## config.mk

```make
export PLATFORM = sky130hd
export DESIGN_NAME = pix2vidstream
export DESIGN_NICKNAME = d
export VERILOG_FILES = /design/src/rtl/pix2vidstream.sv
export SDC_FILE = /design/constraint.sdc
export NUM_CORES = 1
export LEC_CHECK = 0
export CORE_UTILIZATION = 62
export DETAILED_ROUTE_END_ITERATION = 10
export PLACE_DENSITY = 0.86
export SLEW_MARGIN = 20
export SYNTH_ARGS = -nofsm -noshare
export SYNTH_HDL_FRONTEND = slang
export SYNTH_SLANG_ARGS = --single-unit
```

## constraint.sdc

```tcl
create_clock -name i_clk -period 10.3 [get_ports i_clk]
set_input_delay 2.06 -clock i_clk [delete_from_list [all_inputs] [get_ports i_clk]]
set_output_delay 2.06 -clock i_clk [all_outputs]
set_load 0.1 [all_outputs]
```

## src/rtl/pix2vidstream.sv

```systemverilog
// Pixel-to-memory-word packer: colour-reduces 24-bit pixels to a mode-dependent
// code, packs codes into BUS_DATA_WIDTH words and flushes early on end of line.
module pix2vidstream #(
  parameter int BUS_DATA_WIDTH = 32,
  parameter bit OPT_MSB_FIRST  = 1'b1
) (
  input  logic                      i_clk,
  input  logic                      i_reset,
  input  logic                      S_AXIS_TVALID,
  output logic                      S_AXIS_TREADY,
  input  logic [23:0]               S_AXIS_TDATA,
  input  logic                      S_AXIS_TLAST,
  input  logic                      S_AXIS_TUSER,
  output logic                      M_AXIS_TVALID,
  input  logic                      M_AXIS_TREADY,
  output logic [BUS_DATA_WIDTH-1:0] M_AXIS_TDATA,
  output logic                      M_AXIS_TLAST,
  output logic                      M_AXIS_TUSER,
  input  logic [2:0]                i_mode
);

  localparam int BW = BUS_DATA_WIDTH;
  localparam int CW = $clog2(BW) + 1;
  localparam int NB = BW / 8;

  typedef struct packed {
    logic [31:0] code;
    logic [2:0]  lb;    // log2 of code width
    logic        last;
    logic        user;
  } conv_t;

  function automatic logic [31:0] to_code(input logic [2:0] m, input logic [23:0] p);
    case (m)
      3'd0:    to_code = {31'd0, p[15]};
      3'd1:    to_code = {30'd0, p[15:14]};
      3'd2:    to_code = {28'd0, p[15:12]};
      3'd3:    to_code = {28'd0, p[3:0]};
      3'd4:    to_code = {24'd0, p[7:0]};
      3'd5:    to_code = {24'd0, p[23:21], p[15:13], p[7:6]};
      3'd6:    to_code = {16'd0, p[23:19], p[15:10], p[7:3]};
      default: to_code = {8'd0, p};
    endcase
  endfunction

  function automatic logic [2:0] log2_bits(input logic [2:0] m);
    case (m)
      3'd0:       log2_bits = 3'd0;
      3'd1:       log2_bits = 3'd1;
      3'd2, 3'd3: log2_bits = 3'd2;
      3'd4, 3'd5: log2_bits = 3'd3;
      3'd6:       log2_bits = 3'd4;
      default:    log2_bits = 3'd5;
    endcase
  endfunction

  logic [1:0]    vld_pipe;  // [0] conversion stage, [1] output register
  conv_t         conv_q;
  logic          line_start;
  logic [2:0]    line_mode, eff_mode;
  logic [BW-1:0] w_q, w_next, w_rev, w_out, code_ext;
  logic [CW-1:0] cnt, ppw_m1, shamt;
  logic          u_q, completes, pack_acc, conv_adv;

  // Mode is only sampled on the first pixel of a line and held until TLAST.
  assign eff_mode = line_start ? i_mode : line_mode;

  always_comb begin
    ppw_m1   = CW'(BW >> conv_q.lb) - CW'(1);
    shamt    = OPT_MSB_FIRST ? (CW'(BW) - ((cnt + CW'(1)) << conv_q.lb))
                             : (cnt << conv_q.lb);
    code_ext = BW'(conv_q.code);
    w_next   = w_q | (code_ext << shamt);
  end

  assign completes = vld_pipe[0] && ((cnt == ppw_m1) || conv_q.last);
  assign pack_acc  = vld_pipe[0] && (!completes || !vld_pipe[1] || M_AXIS_TREADY);
  assign conv_adv  = !vld_pipe[0] || pack_acc;

  assign S_AXIS_TREADY = conv_adv;
  assign M_AXIS_TVALID = vld_pipe[1];

  for (genvar i = 0; i < NB; i++) begin : g_brev
    assign w_rev[i*8 +: 8] = w_next[BW-8-i*8 +: 8];
  end
  assign w_out = OPT_MSB_FIRST ? w_rev : w_next;

  always_ff @(posedge i_clk or posedge i_reset) begin
    if (i_reset) begin
      vld_pipe     <= '0;
      conv_q       <= '0;
      line_start   <= 1'b1;
      line_mode    <= '0;
      w_q          <= '0;
      cnt          <= '0;
      u_q          <= 1'b0;
      M_AXIS_TDATA <= '0;
      M_AXIS_TLAST <= 1'b0;
      M_AXIS_TUSER <= 1'b0;
    end else begin
      if (conv_adv) begin
        vld_pipe[0] <= S_AXIS_TVALID;
        if (S_AXIS_TVALID) begin
          conv_q.code <= to_code(eff_mode, S_AXIS_TDATA);
          conv_q.lb   <= log2_bits(eff_mode);
          conv_q.last <= S_AXIS_TLAST;
          conv_q.user <= S_AXIS_TUSER;
          line_mode   <= eff_mode;
          line_start  <= S_AXIS_TLAST;
        end
      end
      if (vld_pipe[1] && M_AXIS_TREADY)
        vld_pipe[1] <= 1'b0;
      if (pack_acc) begin
        if (completes) begin
          vld_pipe[1]  <= 1'b1;
          M_AXIS_TDATA <= w_out;
          M_AXIS_TLAST <= conv_q.last;
          M_AXIS_TUSER <= u_q | conv_q.user;
          w_q          <= '0;
          cnt          <= '0;
          u_q          <= 1'b0;
        end else begin
          w_q <= w_next;
          cnt <= cnt + CW'(1);
          u_q <= u_q | conv_q.user;
        end
      end
    end
  end

endmodule

```

==> reports/metrics.yaml <==
outcome: "completed"
viasPerCell: 6.19
final_nets: 747
rsz0062_at_grt: "false"
fillers: 747
yosys_warnings: 0
maxSlewHeadroom_pct: 34.7
synth_top_family_by_area: "multiplexers"
die_x_um: 105
synth_top_area_share_pct: 40.7
start_kind: "flip-flop"
finalSetupTns_ns: 0
drtIter0Drc: 433
dieHeight_um: 105
design.core.area_mm2: 0.0103
yosys.area.top_type: "dfrtp_1"
grt-ovfl-total: 0
cts_buffers: 9
routabilityCongestion: 0.906
final_layout_size_suffix_gt1_share_pct: 8.52
design.die.area_mm2: 0.0110
placed_cells: 835
hold_class: "reg -> reg"
synth_area_mm2: 0.00657
hold_buffers: 0
synth.distinct_cells: 70
ctsResizeCount: 0
crit_arrival_ns: 4.37
syn_avg_cell_area_um2: 9.80
netlist_instances: 671
wl_per_cell_um: 17.1
layout_common_cells: "116 x mux2i_1, 107 x dfrtp_1, 95 x nand2_1, 68 x clkdlybuf4s50_1, 60 x o21ai_0"
grt_pass1_vias: 4948
hold_path_depth: 2
critPathCaptureType: "output pin"
leakagePower_nw: 3.41
power_mw: 2.57
cts_root_buf: "clkbuf_8"
synth_seq_cells: 108
seqCellArea_mm2: 0.00270
crit_fanout: 23
syn-num-nets: 707
yosys.area_share.adder_pct: 0.571
htreeDepth: 3
crit_required_ns: 8.24
tightest_slew_ns: 0.977
synth-async-reset-ratio_pct: 100
max-cap-violations: 0
antenna_found_initial: 0
synthXorXnorAreaFrac_pct: 2.55
finClkSkew_ns: 0.0183
finalSetupViolations: 0
finalNonFillerCells: 852
muxShareOfSynthArea_pct: 20.0
fmax_ghz: 0.156
drc: 0
postCtsSetupBuffers: 0
dr_total_vias: 5275
clock_latency_ns: 0.39
p_per_area_mw_per_mm2: 344
io_pins: 69
synthTopCellsByArea: "dfrtp_1 41%, mux2i_1 18%, nand2_1 5.4%"
hpwl_um: 10600
multi_input_area_mm2: 0.00359
synth-compound-area-share_pct: 17.2
ant_nets: 0
ys_seq_area_share_pct: 41.1
clkTransAtPathRegs_ns: 0.11
period_minus_slack_ns: 6.43
ys.flop_type: "dfrtp_1"
grt_pass1_wl_um: 24300
io_buffers: 68
rows: 37
layout_commonest_cell: "mux2i_1"
drt-pass1-iter-count: 5
cts_tree: "done"
n_antenna_cell: 0
critPathKind: "reg -> out"
slew_violations: 0
clockBufferDepth: 2
grt_usage_pct: 27.5
routed_wl_um: 14500
grt_max_degree: 69
finalCritPeriodShare_pct: 62.4
yosys.area_share.simple_pct: 13.9
area_delta_synth_final_pct: 13.6
hold_viol_final: 0
synth_edf_count: 0
clock-sinks: 108
reg2reg_depth: 9
ir_drop_v: 0.000239
start_util_pct: 63.7
worst max-delay path, cell delays in order (launching register included):
cell and delay (ns):
dfrtp_1 0.90, nand3b_1 0.24, ha_1 0.33, nor2b_1 0.16
or2_0 0.23, a221o_1 0.37, a31oi_1 0.40, or3_1 0.21
clkdlybuf4s50_1 1.13
synth_stat cells (all sizes together) (3+ instances only):
| master | number |
|---|---|
| nand2b | 5 |
| clkbuf | 17 |
| a22o | 20 |
| xnor2 | 9 |
| nor3 | 3 |
| nand2 | 95 |
| a221oi | 4 |
| o21ai | 65 |
| a31oi | 3 |
| mux2 | 13 |
| a22oi | 10 |
| nor3b | 4 |
| xor2 | 5 |
| buf | 29 |
| o22ai | 15 |
| mux2i | 116 |
| a211oi | 3 |
| dfrtp | 107 |
| a21oi | 13 |
| and3 | 7 |
| nor2b | 4 |
| nor2 | 53 |
| ha | 3 |
| o31ai | 19 |
| nand3 | 12 |
| inv | 8 |
registers in the layout, summed over array words and instances, names as in the netlist:
signal and cells:
u_q 1, M_AXIS_TDATA 32, w_q 32, vld_pipe 2, M_AXIS_TUSER 1, code_ext 24
line_start 1, M_AXIS_TLAST 1, cnt 6, line_mode 3, conv_q 5
logic make-up after synthesis:
group	count (synthesis)
AND/OR/NAND/NOR	196
AO/OA/AOI/OAI	166
multiplexers	129
flip-flops	108
buffers and inverters	55
XOR/XNOR	14
adder cells (fa/ha/maj)	3
per-layer routing:
layer	vias up	global-route usage (%)	part of all wire (%)
met5	-	0	0
met4	0	9.15	1.8
met3	20	4.80	5.2
met2	175	44.7	49
met1	2573	37.3	44
li1	2507	-	-
final cells by class:
type                            instances  area share [%]
Clock buffer                            9            1.66
Tap cell                              136            2.28
Timing Repair Buffer                   75            10.1
Inverter                                9           0.486
Multi-Input combinational cell        508            48.1
Sequential cell                       108            36.2
Clock inverter                          7            1.22
power by group:
part / internal (mW) / total (mW) / leakage, nW / switching (mW)
Clock: 0.118 / 0.275 / 0.105 / 0.157
Sequential: 0.553 / 0.655 / 1.41 / 0.102
Combinational: 0.549 / 1.64 / 1.90 / 1.09
Total: 1.22 / 2.57 / 3.41 / 1.35
stage by stage:
stage / worst slack, ns / cell area [um2] / hold WS (ns) / util [%]
2_1_floorplan: 5.21 / 6570 / 0.448 / -
3_3_place_gp: 4.24 / 7210 / 0.449 / 69.9
3_5_place_dp: 4.22 / 7210 / 0.460 / 69.9
4_1_cts: 3.90 / 7430 / 0.485 / 72.0
5_1_grt: 3.66 / 7470 / 0.501 / 72.3
6_report: 3.87 / 7470 / 0.479 / 72.3
path summary, 6_finish.rpt:
| check | startpoint | to | slack (ns) |
|---|---|---|---|
| min in group asynchronous | i_reset | M_AXIS_TUSER$_DFFE_PP0P_ | 2.07 |
| min reg2reg | M_AXIS_TUSER$_DFFE_PP0P_ | M_AXIS_TUSER$_DFFE_PP0P_ | 0.48 |
| max | conv_q[4]$_DFFE_PP0P_ | S_AXIS_TREADY | 3.87 |
| max reg2reg | conv_q[2]$_DFFE_PP0P_ | w_q[28]$_DFFE_PP0P_ | 5.85 |
| min | M_AXIS_TUSER$_DFFE_PP0P_ | M_AXIS_TUSER$_DFFE_PP0P_ | 0.48 |
| max in group asynchronous | i_reset | w_q[25]$_DFFE_PP0P_ | 7.05 |
(Power assumes the default switching activity.)
